`config.mk`:
```
export PLATFORM = sky130hd
export DESIGN_NAME = oled_screen_driver
export DESIGN_NICKNAME = d
export VERILOG_FILES = /design/src/rtl/oled_pkg.sv /design/src/rtl/oled_spi_shifter.sv /design/src/rtl/oled_screen_driver.sv
export SDC_FILE = /design/constraint.sdc
export NUM_CORES = 1
export LEC_CHECK = 0
export BUFFER_PORTS_ARGS = -buffer_cell sky130_fd_sc_hd__buf_2
export CORE_AREA = 3 3 113 115
export CTS_CLUSTER_DIAMETER = 120
export DETAILED_ROUTE_END_ITERATION = 10
export DIE_AREA = 0 0 116 118
export SLEW_MARGIN = 40
export SYNTH_ARGS = -nofsm -noshare
export SYNTH_HDL_FRONTEND = slang
export SYNTH_SLANG_ARGS = --single-unit
export TNS_END_PERCENT = 10
```
`constraint.sdc`:
```
create_clock -name clk_i -period 8.2 [get_ports clk_i]
set_input_delay 1.64 -clock clk_i [delete_from_list [all_inputs] [get_ports clk_i]]
set_output_delay 1.64 -clock clk_i [all_outputs]
set_load 0.05 [all_outputs]
```
`src/rtl/oled_pkg.sv`:
```
// Shared types and constants for the SSD1306 OLED screen driver:
// the init command table, frame geometry and the driver FSM state set.
package oled_pkg;

    localparam int N_INIT_CMDS = 16;
    localparam int FRAME_BYTES = 1024;
    localparam int ADDR_W      = 10;

    // Display off, horizontal addressing, contrast, segment/COM remap,
    // 64-row mux, zero offset, charge pump on, resume RAM, normal, on.
    localparam logic [7:0] INIT_CMDS [N_INIT_CMDS] = '{
        8'hAE, 8'h20, 8'h00, 8'h81,
        8'h7F, 8'hA1, 8'hC8, 8'hA8,
        8'h3F, 8'hD3, 8'h00, 8'h8D,
        8'h14, 8'hA4, 8'hA6, 8'hAF
    };

    typedef enum logic [2:0] {
        PWR_WAIT,
        RST_PULSE,
        RST_WAIT,
        LOAD_CMD,
        LOAD_DATA,
        FETCH,
        SEND
    } oled_state_e;

    function automatic logic [7:0] init_cmd(input logic [3:0] idx);
        return INIT_CMDS[idx];
    endfunction

endpackage

```
`src/rtl/oled_spi_shifter.sv`:
```
// SPI byte serialiser: MSB first, two clocks per bit (sclk low, then high).
// Ports: clk_i/rst_i, load_i + data_i start a byte, sclk_o/sdin_o drive
// the panel, done_o marks the final sclk-high clock of the byte.
module oled_spi_shifter (
    input  logic       clk_i,
    input  logic       rst_i,
    input  logic       load_i,
    input  logic [7:0] data_i,
    output logic       sclk_o,
    output logic       sdin_o,
    output logic       done_o
);

    logic [7:0] sreg_q, sreg_d;
    logic [2:0] bit_q, bit_d;
    logic       phase_q, phase_d;
    logic       busy_q, busy_d;

    always_comb begin
        sreg_d  = sreg_q;
        bit_d   = bit_q;
        phase_d = phase_q;
        busy_d  = busy_q;
        if (load_i) begin
            sreg_d  = data_i;
            bit_d   = 3'd0;
            phase_d = 1'b0;
            busy_d  = 1'b1;
        end else if (busy_q) begin
            if (!phase_q) begin
                phase_d = 1'b1;
            end else begin
                phase_d = 1'b0;
                sreg_d  = {sreg_q[6:0], 1'b0};
                bit_d   = bit_q + 3'd1;
                if (bit_q == 3'd7) begin
                    busy_d = 1'b0;
                end
            end
        end
    end

    always_ff @(posedge clk_i) begin
        if (rst_i) begin
            sreg_q  <= 8'h00;
            bit_q   <= 3'd0;
            phase_q <= 1'b0;
            busy_q  <= 1'b0;
        end else begin
            sreg_q  <= sreg_d;
            bit_q   <= bit_d;
            phase_q <= phase_d;
            busy_q  <= busy_d;
        end
    end

    // Idle bus parks with sclk high and sdin low.
    assign sclk_o = busy_q ? phase_q : 1'b1;
    assign sdin_o = busy_q & sreg_q[7];
    assign done_o = busy_q & phase_q & (bit_q == 3'd7);

endmodule

```
`src/rtl/oled_screen_driver.sv`:
```
// SSD1306 128x64 OLED driver: power/reset sequencing, 16-byte init, then
// endless streaming of the 1024-byte frame fetched via pixel_address_o.
// Ports: clk_i/rst_i (sync, active-high), pixel_address_o/pixel_data_i
// frame source, io_* panel pins, frame_done_o one-cycle wrap pulse.
module oled_screen_driver
    import oled_pkg::*;
#(
    parameter logic [31:0] STARTUP_WAIT = 32'd10_000_000
) (
    input  logic              clk_i,
    input  logic              rst_i,
    output logic [ADDR_W-1:0] pixel_address_o,
    input  logic [7:0]        pixel_data_i,
    output logic              io_sclk_o,
    output logic              io_sdin_o,
    output logic              io_cs_o,
    output logic              io_dc_o,
    output logic              io_reset_o,
    output logic              frame_done_o
);

    oled_state_e       state_q, state_d;
    logic [31:0]       wait_q, wait_d;
    logic [4:0]        cmd_idx_q, cmd_idx_d;
    logic [ADDR_W-1:0] addr_q, addr_d;
    logic              cs_q, cs_d;
    logic              dc_q, dc_d;
    logic              frame_done_q, frame_done_d;

    logic              sh_load;
    logic [7:0]        sh_byte;
    logic              sh_done;
    logic              wait_last;

    // 33-bit compare so STARTUP_WAIT of 0 or 1 still ends after one clock.
    assign wait_last = ({1'b0, wait_q} + 33'd1) >= {1'b0, STARTUP_WAIT};

    always_comb begin
        state_d      = state_q;
        wait_d       = wait_q;
        cmd_idx_d    = cmd_idx_q;
        addr_d       = addr_q;
        cs_d         = cs_q;
        dc_d         = dc_q;
        frame_done_d = 1'b0;
        sh_load      = 1'b0;
        sh_byte      = 8'h00;

        unique case (state_q)
            PWR_WAIT: begin
                wait_d = wait_q + 32'd1;
                if (wait_last) begin
                    wait_d  = 32'd0;
                    state_d = RST_PULSE;
                end
            end
            RST_PULSE: begin
                wait_d = wait_q + 32'd1;
                if (wait_last) begin
                    wait_d  = 32'd0;
                    state_d = RST_WAIT;
                end
            end
            RST_WAIT: begin
                wait_d = wait_q + 32'd1;
                if (wait_last) begin
                    wait_d    = 32'd0;
                    state_d   = LOAD_CMD;
                    cmd_idx_d = 5'd0;
                    cs_d      = 1'b0;
                    dc_d      = 1'b0;
                end
            end
            LOAD_CMD: begin
                sh_load   = 1'b1;
                sh_byte   = init_cmd(cmd_idx_q[3:0]);
                cmd_idx_d = cmd_idx_q + 5'd1;
                state_d   = SEND;
            end
            LOAD_DATA: begin
                state_d = FETCH;
            end
            FETCH: begin
                sh_load = 1'b1;
                sh_byte = pixel_data_i;
                state_d = SEND;
            end
            SEND: begin
                if (sh_done) begin
                    if (dc_q) begin
                        state_d = LOAD_DATA;
                        if (addr_q == ADDR_W'(FRAME_BYTES - 1)) begin
                            addr_d       = '0;
                            frame_done_d = 1'b1;
                        end else begin
                            addr_d = addr_q + 1'b1;
                        end
                    end else if (cmd_idx_q == 5'(N_INIT_CMDS)) begin
                        state_d = LOAD_DATA;
                        dc_d    = 1'b1;
                        addr_d  = '0;
                    end else begin
                        state_d = LOAD_CMD;
                    end
                end
            end
            default: begin
                state_d = PWR_WAIT;
            end
        endcase
    end

    always_ff @(posedge clk_i) begin
        if (rst_i) begin
            state_q      <= PWR_WAIT;
            wait_q       <= 32'd0;
            cmd_idx_q    <= 5'd0;
            addr_q       <= '0;
            cs_q         <= 1'b1;
            dc_q         <= 1'b0;
            frame_done_q <= 1'b0;
        end else begin
            state_q      <= state_d;
            wait_q       <= wait_d;
            cmd_idx_q    <= cmd_idx_d;
            addr_q       <= addr_d;
            cs_q         <= cs_d;
            dc_q         <= dc_d;
            frame_done_q <= frame_done_d;
        end
    end

    oled_spi_shifter u_shifter (
        .clk_i  (clk_i),
        .rst_i  (rst_i),
        .load_i (sh_load),
        .data_i (sh_byte),
        .sclk_o (io_sclk_o),
        .sdin_o (io_sdin_o),
        .done_o (sh_done)
    );

    assign pixel_address_o = addr_q;
    assign io_cs_o         = cs_q;
    assign io_dc_o         = dc_q;
    assign io_reset_o      = (state_q != RST_PULSE);
    assign frame_done_o    = frame_done_q;

endmodule

```
======== Word level (Yosys, flattened, before mapping) ========
Memory sizes are Yosys's and may differ from the RTL's.
Index checks and enable logic that the tools add are counted.
storage, ports and cells
  register bits after elaboration ......... 66
  bits in read-only memories .............. 128
  bits of input ports ..................... 10
  output and inout bits ................... 16
  logic and storage cells ................. 89
  memories ................................ 1
memories
  name             words  bits a word  rd ports  clocked after Yosys merged registers in  wr ports  RTL line        source
  (no name shown)  16     8            1         0                                        0         oled_pkg.sv:29  return INIT_CMDS[idx];
cells by class
  add/subtract/negate cells ............... 5
  order comparisons ....................... 2
  equality and inequality tests ........... 14
  muxes and demuxes ....................... 32
  bitwise operators ....................... 7
  reductions and logical operators ........ 17
operators with widths
  kind                                                                                    count
  8-bit 2-to-1 mux                                                                        5
  32-bit by 1-bit adder with 33-bit output (second input constant)                        1
  33-bit by 24-bit greater-or-equal comparator with 1-bit output (second input constant)  1
  32-bit by 1-bit adder with 32-bit output (second input constant)                        1
  32-bit 2-to-1 mux                                                                       1
  10-bit 2-to-1 mux                                                                       3
  3-bit 2-to-1 mux                                                                        6
  3-bit case mux with 6 select lines                                                      1
  8-bit case mux with 2 select lines                                                      1
  3-bit == test (second input constant)                                                   4
  1-bit 2-to-1 mux                                                                        12
  10-bit by 1-bit adder with 10-bit output (second input constant)                        1
  10-bit == test (second input constant)                                                  1
  5-bit case mux with 2 select lines                                                      1
  2-bit nonzero test                                                                      5
  2-bit != test (second input constant)                                                   4
  2-bit AND reduction                                                                     4
  3-bit by 2-bit == test with 1-bit output (second input constant)                        2
  3-bit AND reduction                                                                     2
  5-bit by 1-bit adder with 5-bit output (second input constant)                          1
  5-bit == test (second input constant)                                                   1
  5-bit greater-or-equal comparator (second input constant)                               1
  5-bit 2-to-1 mux                                                                        1
  4-bit NOT with 5-bit output                                                             1
  other kinds (11)                                                                        16

======== Depth between registers and ports, before layout ========
  depth after elaboration ................. 6
  depth in mapped cells ................... 13
  gate-level depth less buffers ........... 10

======== Hierarchy ========
Synthesis repeated with hierarchy kept, for this count alone.
second synthesis, totals
  cells, all modules ...................... 523
  area total of the unflattened synthesis .. 4119.0 µm²
by module, submodules not included
  module              times used  cells each  area each (µm²)  seq. area each (µm²)
  oled_screen_driver  1           456         3460.8           1061.0
  oled_spi_shifter    1           67          658.1            260.2

======== Least setup slack after synthesis ========
OpenSTA, ideal clock, no wires.
  kind .................................... reg2out
  start point ............................. register state_q[0]
  end point ............................... output io_reset_o
  data arrival time ....................... 1290 ps
  required time ........................... 6560 ps
  path slack .............................. 5270 ps
  cell stages (with the launch flop) ...... 4
  buffers on the path ..................... 2
  path through ............................ dfxtp_1 clkbuf_1 clkbuf_1 nand3_1
between the ends
  longest elaborated chain between the ends .. 1
RTL lines
  what                                      RTL line                   source
  start: declaration                        oled_screen_driver.sv:22   oled_state_e state_q, state_d;
  start signal: assignment                  oled_screen_driver.sv:123  state_q <= state_d;
  3-bit by 1-bit != test with 1-bit output  oled_screen_driver.sv:146  assign io_reset_o = (state_q != RST_PULSE);
  end: declaration                          oled_screen_driver.sv:18   output logic io_reset_o,
Every way passes these cells.

======== Worst setup path after layout ========
  start point ............................. register wait_q[0]
  end point ............................... register dc_q, in the netlist io_dc_o
between the ends
  longest elaborated chain between the ends .. 4
RTL lines
  what                                                            RTL line                   source
  start: declaration                                              oled_screen_driver.sv:23   logic [31:0] wait_q, wait_d;
  start signal: assignment                                        oled_screen_driver.sv:124  wait_q <= wait_d;
  32-bit by 1-bit adder with 33-bit output                        oled_screen_driver.sv:36   assign wait_last = ({1'b0, wait_q} + 33'd1) >= {1'b0, STARTUP_WAIT};
  33-bit by 24-bit greater-or-equal comparator with 1-bit output  oled_screen_driver.sv:36
  2-bit != test (no line)                                         -
  3-bit AND reduction (no line)                                   -
  end signal: assignment                                          oled_screen_driver.sv:120  dc_q <= 1'b0;
  end signal: assignment                                          oled_screen_driver.sv:128  dc_q <= dc_d;
  end: declaration                                                oled_screen_driver.sv:27   logic dc_q, dc_d;
Every way passes these cells.
A chain may end at the register's enable or synchronous reset.

==> impl_results.rst <==
.. list-table::
   :header-rows: 1

   * - Metric
     - Value
   * - Status
     - finished clean
   * - Count of hold buffers inserted by post-cts repair
     - 0
   * - Kind of cell adding the most delay to the critical path
     - compound AO/OA/AOI/OAI gates
   * - Required time at the worst-slack endpoint
     - 8.39 ns
   * - Final antenna-violating net count
     - 0
   * - Post-CTS setup buffers
     - 0
   * - Die Span Y
     - 118 microns
   * - Placed wire-length estimate after detailed placement
     - 7050 microns
   * - Number of library cell types mapped by synthesis
     - 59
   * - Critical path capture point type
     - flip-flop
   * - Number of placement rows
     - 40
   * - Post-route DRC
     - 0
   * - Post-synthesis register bit count
     - 66
   * - Post-synth top area share
     - 0.319
   * - Largest stage delay, worst path
     - 0.45 ns
   * - Clock latency reported for the late side of the worst-skew pair
     - 0.33 ns
   * - Floorplan die area
     - 13,700 sq um
   * - Max-cap violations
     - 0
   * - Wire length of the first global-routing pass
     - 17,300 microns
   * - Aggregate negative setup slack
     - 0 ns
   * - Cell at the slowest stage of the critical path
     - sky130_fd_sc_hd__a311oi_1
   * - Worst-path clk slew
     - 0.06 ns
   * - Number of H-tree branching levels
     - 3
   * - Post-CTS Resized
     - 0
   * - Final Worst Setup Slack
     - 4.92 ns
   * - Via count of the first global-routing pass
     - 3,583
   * - Number of I/O pins
     - 26
   * - Worst slew margin
     - 0.499
   * - Post-synthesis instance area
     - 4140 sq um
   * - Layout filler cell count
     - 1,230
   * - Setup repair after global routing missed its margin
     - false
   * - Largest fanout on the critical path
     - 28
   * - Type of the most critical hold path
     - flip-flop to flip-flop
   * - Final core utilization
     - 0.387
   * - Crit Path Category
     - flip-flop to flip-flop
   * - Startpoint type of the worst setup path
     - flip-flop
   * - Count of yosys warnings during synthesis
     - 0
   * - PD cells
     - 167 nW/um^2
   * - CTS buffer count
     - 9
   * - Syn-to-layout area delta
     - 11.2%
   * - Proportion of layout cells with a drive suffix above 1
     - 0.0916
   * - Synthesized netlist cell count
     - 547
   * - Fin nets
     - 561
   * - Final Cycle Share
     - 0.400
   * - Total grt overflow
     - 0
   * - Layout Skew
     - 0.00573 ns
   * - DRC violation total after the first TritonRoute iteration
     - 265
   * - Length of the first detailed-routing pass in iterations
     - 7
   * - Effective utilization at floorplan
     - 0.348
   * - Net count of the mapped netlist
     - 567
   * - Shortest period the worst path allows
     - 3.28 ns
   * - Worst Tran Pin Value
     - 0.751 ns
   * - Total number of clock tree sinks
     - 66
   * - TritonCTS clock tree
     - built
   * - Placer Congestion
     - 0.881
   * - Post-synth EDFFs
     - 0
   * - Final setup violation count
     - 0
   * - Number of hold violations in the final report
     - 0
   * - Per-instance average area after synthesis
     - 7.57 sq um
   * - Library cell with the highest instance count after synthesis
     - sky130_fd_sc_hd__dfxtp_1
   * - Pin count of the biggest net entering global routing
     - 58
   * - P_leak
     - 1.57 nW
   * - Highest clock frequency the design can meet
     - 305 MHz
   * - Detailed-route wire length per cell
     - 14.8 microns
   * - Avg Vias per Cell
     - 5.82
   * - Synth top cells by count
     - sky130_fd_sc_hd__dfxtp_1 (66), sky130_fd_sc_hd__nand2_1 (56), sky130_fd_sc_hd__a21oi_1 (44), sky130_fd_sc_hd__nor2_1 (44), sky130_fd_sc_hd__nand3_1 (35)
   * - Clock tree root buffer cell
     - sky130_fd_sc_hd__clkbuf_16
   * - Vias
     - 4,034
   * - CP most frequent cell
     - sky130_fd_sc_hd__a211oi_1
   * - Number of pins with negative max-slew slack in the final report
     - 0
   * - Die X
     - 116 microns
   * - Area leader, netlist
     - sky130_fd_sc_hd__dfxtp_1
   * - WP buf/inv
     - 1
   * - Ant diodes
     - 0
   * - Initial antenna violation count
     - 0
   * - Post-Place Setup Slack
     - 4.96 ns
   * - Worst endpoint data arrival time
     - 3.47 ns
   * - Most used DFF post-synth
     - sky130_fd_sc_hd__dfxtp_1
   * - Cells along the critical path
     - ha_1 -> and3_1 -> nand4_1 -> o21ai_0 -> a211oi_1 -> a311oi_1 -> a211oi_4 -> buf_4 -> a211oi_1 -> o32ai_2
   * - Share of the yosys chip area belonging to registers
     - 0.319
   * - Aggregate global-route resource usage
     - 0.151
   * - Number of buffers added on ports
     - 25
   * - Area of the core
     - 11,900 sq um
   * - Total routed wirelength
     - 10,300 microns
   * - Worst vdd ir
     - 0.126 mV
   * - Share of async-settable or async-resettable flops after synthesis
     - 0
   * - Deepest clock path buffer count
     - 2
   * - Biggest area contributors in the synthesized netlist
     - sky130_fd_sc_hd__dfxtp_1 (32%), sky130_fd_sc_hd__a21oi_1 (5.3%), sky130_fd_sc_hd__nand2_1 (5.1%)
cell type report:
| type | count | area [sq um] | share of cell area |
|---|---|---|---|
| sequential | 66 | 1320 | 0.287 |
| multi-input combinational | 425 | 2580 | 0.561 |
| clock buffer | 11 | 243 | 0.0527 |
| timing repair buffer | 27 | 143 | 0.0310 |
| clock inverter | 5 | 85.1 | 0.0185 |
| tap | 147 | 184 | 0.0399 |
| inverter | 12 | 45.0 | 0.00978 |
cells by family (layout without fill, tap and decap cells):
kind of cell               count (synthesis)  count (layout)  synth area share
AOI/OAI and AO/OA                        137             137             0.226
xor gates and xnor gates                  14              14            0.0296
adders and majority gates                 10              10            0.0302
buffers and inverters                     56              55            0.0574
DFF                                       66              66             0.319
muxes                                      9               9            0.0218
and+or+nand+nor                          255             255             0.316
power breakdown:
group          switching [mW]  internal (mW)
Clock                   0.147          0.277
Sequential            0.00452          0.322
Combinational         0.00975        0.00684
Total                   0.162          0.606
layer usage:
metal | vias to the layer above | track usage | routed length [microns]
li1 | 2009 | - | -
met4 | 0 | 0.0377 | 111
met2 | 90 | 0.236 | 4890
met5 | - | 0 | 0
met1 | 1924 | 0.202 | 4720
met3 | 11 | 0.0463 | 542
sequential cells by signal (all words and copies together), names as in the netlist, 3 cells and up:
register          flops
cmd_idx_q             5
pixel_address_o      10
state_q               3
u_shifter.bit_q       3
u_shifter.sreg_q      8
wait_q               32
cells in the final DEF (no fill, tap or decap), types with 5 or more instances in the layout:
cell type and n:
sky130_fd_sc_hd__a211oi_1 13, sky130_fd_sc_hd__a21oi_1 44, sky130_fd_sc_hd__a22oi_1 5, sky130_fd_sc_hd__and2_1 23
sky130_fd_sc_hd__and3_1 7, sky130_fd_sc_hd__and4_1 7, sky130_fd_sc_hd__buf_2 24, sky130_fd_sc_hd__clkbuf_16 9
sky130_fd_sc_hd__dfxtp_1 66, sky130_fd_sc_hd__ha_1 10, sky130_fd_sc_hd__inv_1 12, sky130_fd_sc_hd__mux2i_1 9
sky130_fd_sc_hd__nand2_1 56, sky130_fd_sc_hd__nand3_1 35, sky130_fd_sc_hd__nand4_1 14, sky130_fd_sc_hd__nor2_1 44
sky130_fd_sc_hd__nor3_1 33, sky130_fd_sc_hd__nor4_1 11, sky130_fd_sc_hd__o211ai_1 23, sky130_fd_sc_hd__o21ai_0 11
sky130_fd_sc_hd__xnor2_1 7, sky130_fd_sc_hd__xor2_1 7
path summary, 6_finish.rpt:
kind / from / to / slack [ns] / cells after the start
worst min register to register: io_cs_o / io_cs_o / 0.49 / 2
worst max register to register: wait_q[0] / io_dc_o / 4.92 / 10
worst max-delay path: wait_q[0] / io_dc_o / 4.92 / 10
worst min-delay path: io_cs_o / io_cs_o / 0.49 / 2
metrics by stage:
stage	area, sq um	hold WS (ns)	instances	power [mW]
6_report	4600	0.487	693	0.768
4_1_cts	4600	0.488	693	0.779
5_1_grt	4600	0.519	693	0.794
3_3_place_gp	4270	0.469	677	0.350
2_1_floorplan	4140	0.463	547	0.345
3_5_place_dp	4280	0.475	677	0.351
worst reg2reg max path, cell delays in order, from the launching register on:
cell and delay, ns:
sky130_fd_sc_hd__dfxtp_1 0.42, sky130_fd_sc_hd__ha_1 0.28, sky130_fd_sc_hd__and3_1 0.38, sky130_fd_sc_hd__nand4_1 0.30, sky130_fd_sc_hd__o21ai_0 0.31, sky130_fd_sc_hd__a211oi_1 0.12
sky130_fd_sc_hd__a311oi_1 0.45, sky130_fd_sc_hd__a211oi_4 0.10, sky130_fd_sc_hd__buf_4 0.25, sky130_fd_sc_hd__a211oi_1 0.39, sky130_fd_sc_hd__o32ai_2 0.14
Note: power is estimated with default switching activity, not from simulation.
